<file path="src/rtl/demux_pkg.sv">
// Shared constants and types for the 1-to-4 stream demultiplexer.
package demux_pkg;

  localparam int N_OUT = 4;
  localparam int SEL_W = 2;
  localparam int CNT_W = 8;

  typedef logic [SEL_W-1:0] sel_t;

  typedef enum logic {
    EMPTY = 1'b0,
    FULL  = 1'b1
  } slot_state_t;

endpackage

</file>
<file path="src/rtl/demux_out_slot.sv">
// One-entry output slot: holds a single item until the downstream side takes it.
// A load in the same cycle as a drain replaces the item without a bubble.
module demux_out_slot
  import demux_pkg::*;
#(
  parameter int W = 4
) (
  input  logic         clk,
  input  logic         rst_n,
  input  logic         load,
  input  logic [W-1:0] ld_data,
  input  logic         ready,
  output logic         valid,
  output logic [W-1:0] data
);

  slot_state_t  state_reg;
  slot_state_t  state_next;
  logic [W-1:0] data_reg;

  // State register with synchronous active-low reset.
  always_ff @(posedge clk) begin
    if (!rst_n) begin
      state_reg <= EMPTY;
    end else begin
      state_reg <= state_next;
    end
  end

  // Next state: fill on load, empty on drain unless reloaded in the same cycle.
  always_comb begin
    state_next = state_reg;
    case (state_reg)
      EMPTY:   if (load) state_next = FULL;
      FULL:    if (ready && !load) state_next = EMPTY;
      default: state_next = EMPTY;
    endcase
  end

  // Item storage only changes on a load, so data is stable while stalled.
  always_ff @(posedge clk) begin
    if (!rst_n) begin
      data_reg <= '0;
    end else if (load) begin
      data_reg <= ld_data;
    end
  end

  assign valid = (state_reg == FULL);
  assign data  = data_reg;

endmodule

</file>
<file path="src/rtl/demux_1_4_stream.sv">
// 1-to-4 valid/ready stream demultiplexer with one buffered slot per channel.
// Optional feature: define DEMUX_1_4_STREAM_COUNT_EN to add per-channel
// drained-item counters on output cnt.
module demux_1_4_stream
  import demux_pkg::*;
#(
  parameter int W = 4
) (
  input  logic               clk,
  input  logic               rst_n,
  input  logic               in_valid,
  output logic               in_ready,
  input  logic [W-1:0]       in_data,
  input  sel_t               sel,
  output logic [N_OUT-1:0]   out_valid,
  input  logic [N_OUT-1:0]   out_ready,
  output logic [N_OUT*W-1:0] out_data
`ifdef DEMUX_1_4_STREAM_COUNT_EN
  ,
  output logic [N_OUT*CNT_W-1:0] cnt
`endif
);

  logic             accept;
  logic [N_OUT-1:0] load;

  // The selected slot can take an item if it is empty or draining this cycle;
  // deliberately independent of in_valid to avoid a valid->ready loop.
  assign in_ready = !out_valid[sel] || out_ready[sel];
  assign accept   = in_valid && in_ready;

  genvar gi;
  generate
    for (gi = 0; gi < N_OUT; gi++) begin : g_slot
      assign load[gi] = accept && (sel == sel_t'(gi));

      demux_out_slot #(.W(W)) u_slot (
        .clk     (clk),
        .rst_n   (rst_n),
        .load    (load[gi]),
        .ld_data (in_data),
        .ready   (out_ready[gi]),
        .valid   (out_valid[gi]),
        .data    (out_data[gi*W +: W])
      );
    end
  endgenerate

`ifdef DEMUX_1_4_STREAM_COUNT_EN
  generate
    for (gi = 0; gi < N_OUT; gi++) begin : g_cnt
      logic [CNT_W-1:0] cnt_reg;

      // Count completed drains; wraps naturally at 2**CNT_W.
      always_ff @(posedge clk) begin
        if (!rst_n) begin
          cnt_reg <= '0;
        end else if (out_valid[gi] && out_ready[gi]) begin
          cnt_reg <= cnt_reg + 1'b1;
        end
      end

      assign cnt[gi*CNT_W +: CNT_W] = cnt_reg;
    end
  endgenerate
`endif

endmodule

</file>
<file path="config.mk">
export PLATFORM = sky130hd
export DESIGN_NAME = demux_1_4_stream
export DESIGN_NICKNAME = d
export VERILOG_FILES = /design/src/rtl/demux_pkg.sv /design/src/rtl/demux_out_slot.sv /design/src/rtl/demux_1_4_stream.sv
export SDC_FILE = /design/constraint.sdc
export NUM_CORES = 1
export LEC_CHECK = 0
export CAP_MARGIN = 5
export CORE_MARGIN = 2
export CORE_UTILIZATION = 45
export DETAILED_ROUTE_END_ITERATION = 8
export GPL_TIMING_DRIVEN = 0
export HOLD_SLACK_MARGIN = 0.02
export PLACE_DENSITY_LB_ADDON = 0.25
export SKIP_CTS_REPAIR_TIMING = 1
export SLEW_MARGIN = 5
export SYNTH_ARGS = -nofsm -noshare
export SYNTH_HDL_FRONTEND = slang
export SYNTH_HIERARCHICAL = 1
export SYNTH_SLANG_ARGS = --single-unit
export TNS_END_PERCENT = 100
</file>
<file path="constraint.sdc">
create_clock -name clk -period 2.8 [get_ports clk]
set_input_delay 0.56 -clock clk [delete_from_list [all_inputs] [get_ports clk]]
set_output_delay 0.56 -clock clk [all_outputs]
set_load 0.1 [all_outputs]
</file>
=== Word level (Yosys, flattened, before mapping) ===
Cells that the tools add are included.

* Register bits after elaboration: 20
* Output and inout bits: 21
* Logic and storage cells: 48

* Magnitude comparators: 1
* Eq/ne operators: 3
* Multiplexer cells: 16
* Bitwise operators: 4
* Reductions and logical operators: 16

{| class="wikitable"
|+ Operators with widths
! cell !! count
|-
| 1-bit two-way mux || 10
|-
| 1-bit logical AND || 9
|-
| 1-bit case mux with 2 select lines || 4
|-
| 1-bit logical NOT || 5
|-
| 1-bit binary-select mux with 2-bit select || 2
|-
| 2-bit == test, second input constant || 2
|-
| 1-bit inverter || 4
|-
| 2-bit by 3-bit < comparator with 1-bit output, second input constant || 1
|-
| 2-bit by 1-bit == test with 1-bit output, second input constant || 1
|-
| 2-bit logical NOT || 1
|-
| 1-bit logical OR || 1
|}

=== Logic depth before layout (Yosys ltp) ===
* Depth after elaboration: 10
* Depth in mapped cells: 5

=== Cells and area by module ===
Netlist, hierarchy kept.

{| class="wikitable"
|+ By module, submodules not included
! module !! times used !! cells each !! area an instance (um^2) !! seq. area each (um^2)
|-
| demux_out_slot || 4 || 16 || 190.2 || 100.1
|-
| demux_1_4_stream || 1 || 9 || 101.3 || 0.0
|}

=== Worst setup path after synthesis ===
OpenSTA, ideal clock, no wires.

* Path kind: flip-flop to output port
* Start: register g_slot[0].u_slot.state_reg
* End: output in_ready
* Data arrival time: 1.816 ns
* Setup slack: 0.424 ns
* Cell stages (with the launch flop): 3
* Path buffers: 0
* Cells stage by stage: dfxtp_1 > nand2b_1 > mux4_2

* Word-level cells in the longest chain between the ends: 4

{| class="wikitable"
|+ RTL lines
! what !! line !! source
|-
| start: declaration || demux_out_slot.sv:17 || <nowiki>slot_state_t state_reg;</nowiki>
|-
| start signal: assignment || demux_out_slot.sv:26 || <nowiki>state_reg <= state_next;</nowiki>
|-
| 1-bit binary-select mux with 2-bit select || demux_1_4_stream.sv:29 || <nowiki>assign in_ready = !out_valid[sel] || out_ready[sel];</nowiki>
|-
| 1-bit two-way mux (not written as such) || demux_1_4_stream.sv:29 ||
|-
| 1-bit logical NOT || demux_1_4_stream.sv:29 ||
|-
| 1-bit logical OR || demux_1_4_stream.sv:29 ||
|-
| end: declaration || demux_1_4_stream.sv:12 || <nowiki>output logic in_ready,</nowiki>
|}

No other way between the ends. The select of a mux whose other input is x is not followed.

=== Worst setup path in the final report ===
* Start: input sel[1]
* End: output in_ready

* Word-level cells in the longest chain between the ends: 4
* Elaborated cells on any way between the ends: 6

{| class="wikitable"
|+ RTL lines
! what !! line !! source
|-
| start: declaration || demux_1_4_stream.sv:14 || <nowiki>input sel_t sel,</nowiki>
|-
| 1-bit binary-select mux with 2-bit select || demux_1_4_stream.sv:29 ||
|-
| 1-bit two-way mux (not written as such) || demux_1_4_stream.sv:29 ||
|-
| 1-bit logical NOT || demux_1_4_stream.sv:29 ||
|-
| 1-bit logical OR * || demux_1_4_stream.sv:29 ||
|}

Mark *: on every way between the ends. The rest lies on a longest branch, timed or not. The select of a mux whose other input is x is not followed.

==> impl_metrics.json <==
{
  "met1_length_um": 775,
  "worstPathMaxFanout": 5,
  "rsz0062_at_grt": "no",
  "grt_max_degree": 21,
  "grt_pass1_wl_mm": 2.52,
  "hold_viol": 0,
  "antenna_found_initial": 0,
  "dr_wl_met2_um": 803,
  "nNetsFinal": 124,
  "synth_cells": 73,
  "num_vias": 641,
  "status": "finished clean",
  "htree_num_levels": 1,
  "cts-root-buf": "clkbuf_4",
  "layout-drive-gt1-share_pct": 10.0,
  "endpoint_kind": "primary output",
  "synth_warnings": 6,
  "crit_required_ns": 2.24,
  "die_w_um": 47.8,
  "clock_latency_ns": 0.29,
  "wl_mm": 1.68,
  "min_period_over_period_pct": 96.4,
  "synth_nets": 86,
  "vias_per_cell": 4.75,
  "period_needed_ns": 2.70,
  "place_congestion": 0.699,
  "max_stage_delay_ns": 0.74,
  "post_synth_num_cell_types": 11,
  "fin_skew_ns": 0.00482,
  "antenna_cells": 0,
  "powerDensity_nw_per_um2": 540,
  "grt_pass1_vias": 586,
  "final_core_util_pct": 72.5,
  "cellLeakagePower_nw": 0.451,
  "peakVddDrop_mv": 0.390,
  "met3_length_um": 86,
  "layout_commonest_cell": "clkdlybuf4s50_1",
  "worst_pin_slew_ns": 0.972,
  "path_class": "input pin to primary output",
  "final_cell_mix": "32 x clkdlybuf4s50_1, 20 x nor2b_1, 20 x dfxtp_1",
  "maxCapViolCount": 0,
  "dr.max_layer_used": "met4",
  "ys_seq_elements": 20,
  "largest_reg_flops": 16,
  "r2r_end": "g_slot[0].u_slot/data[0]",
  "min_path_type": "register to register",
  "setup_viol": 0,
  "r2r-start": "g_slot[0].u_slot/valid",
  "start_util_pct": 48.9,
  "port_buffers": 33,
  "syn_area_per_cell_um2": 11.8,
  "grt_overflow": 0,
  "slew-limit-headroom_pct": 35.0,
  "path_cells": "clkdlybuf4s50_1 -> mux4_2 -> dlymetal6s2s_1",
  "synth_area_um2": 862,
  "dieArea_um2": 2280,
  "clk_pin_slew_ns": 0.11,
  "cts_buffer_depth": 2,
  "wl_per_cell_um": 12.4,
  "detail-route-antenna-nets": 0,
  "cts_tree": "yes",
  "rows": 15,
  "cp-endpoint": "in_ready",
  "cts_made_buffers": 3,
  "rr_worst_depth": 5,
  "slew_viol_final": 0,
  "r2r_slack_ns": 1.55,
  "fmax_ghz": 0.371,
  "syn_to_final_growth_pct": 48.3,
  "synth_seq_area_share_pct": 46.4,
  "fillers": 145,
  "critPathArrivalTime_ns": 2.14,
  "crit_path_start_kind": "input pin",
  "drt_first_pass_iters": 2,
  "place_hpwl_mm": 1.16,
  "drtIter0Drc": 1,
  "drcViolationCount": 0,
  "die_y_um": 47.8,
  "slowest_stage": "dlymetal6s2s_1",
  "hold_depth": 2,
  "ios": 34,
  "track_usage_pct": 16.0,
  "clock-sinks": 20,
  "hold_ws_ns": 0.535,
  "startpoint": "sel[1]",
  "core_area_um2": 1760
}
final cells by class:
class	count	area, µm²	area share (%)
Clock buffer	3	22.5	1.76
Clock inverter	1	30.0	2.35
Tap cell	25	31.3	2.45
Sequential cell	20	400	31.3
Timing Repair Buffer	33	333	26.0
Buffer	4	45.0	3.52
Multi-Input combinational cell	49	417	32.6
stage by stage:
step           instances  cell area, µm²  setup slack (ns)  TNS [ns]  power [mW]
6_report             135            1280             0.101         0       0.691
5_1_grt              135            1280            0.0465         0       0.713
2_1_floorplan         73             862             0.424         0       0.415
3_3_place_gp         131            1220            -0.349    -0.349       0.463
3_5_place_dp         131            1220            -0.354    -0.354       0.464
4_1_cts              135            1280            -0.365    -0.365       0.697
metal layers:
metal  GRT usage (%)  vias up
met4            6.49        0
met2            26.4       20
met5               0        -
li1                -      320
met3            2.64        2
met1            20.9      299
power by group:
part | switching (mW) | internal, mW
clock | 0.0888 | 0.145
combinational | 0.102 | 0.0551
sequential | 0.00584 | 0.295
total | 0.197 | 0.494
worst max-delay path: cells and delay by family:
family,cells,cell delay (ns)
buffers and inverters,2,1.22
muxes,1,0.35
cells in the mapped netlist:
cell type | instances | area, µm²
mux2i_1 | 16 | 160
dfxtp_1 | 20 | 400
nor2b_1 | 20 | 125
mux4_2 | 1 | 22.5
and4_1 | 1 | 8.76
and4b_1 | 2 | 20.0
nand2b_1 | 2 | 12.5
nand2b_4 | 2 | 27.5
nor4bb_1 | 1 | 10.0
o21a_1 | 4 | 30.0
buf_6 | 4 | 45.0
cells by family after synthesis:
kind of cell / Yosys count / synth area share (%)
AO/OA/AOI/OAI: 4 / 3.48
AND/OR/NAND/NOR: 28 / 23.7
buffers and inverters: 4 / 5.22
flip-flops: 20 / 46.4
multiplexers: 17 / 21.2
how the worst min path moves through the flow:
stage                               endpoint                startpoint
floorplan             g_slot[0].u_slot/valid                     rst_n
global placement    g_slot[1].u_slot/data[1]  g_slot[1].u_slot/data[1]
detailed placement  g_slot[2].u_slot/data[0]  g_slot[2].u_slot/data[0]
CTS                 g_slot[3].u_slot/data[0]  g_slot[3].u_slot/data[0]
global route        g_slot[2].u_slot/data[2]  g_slot[2].u_slot/data[2]
finish              g_slot[2].u_slot/data[0]  g_slot[2].u_slot/data[0]
Power figures use the tool's default switching activity.
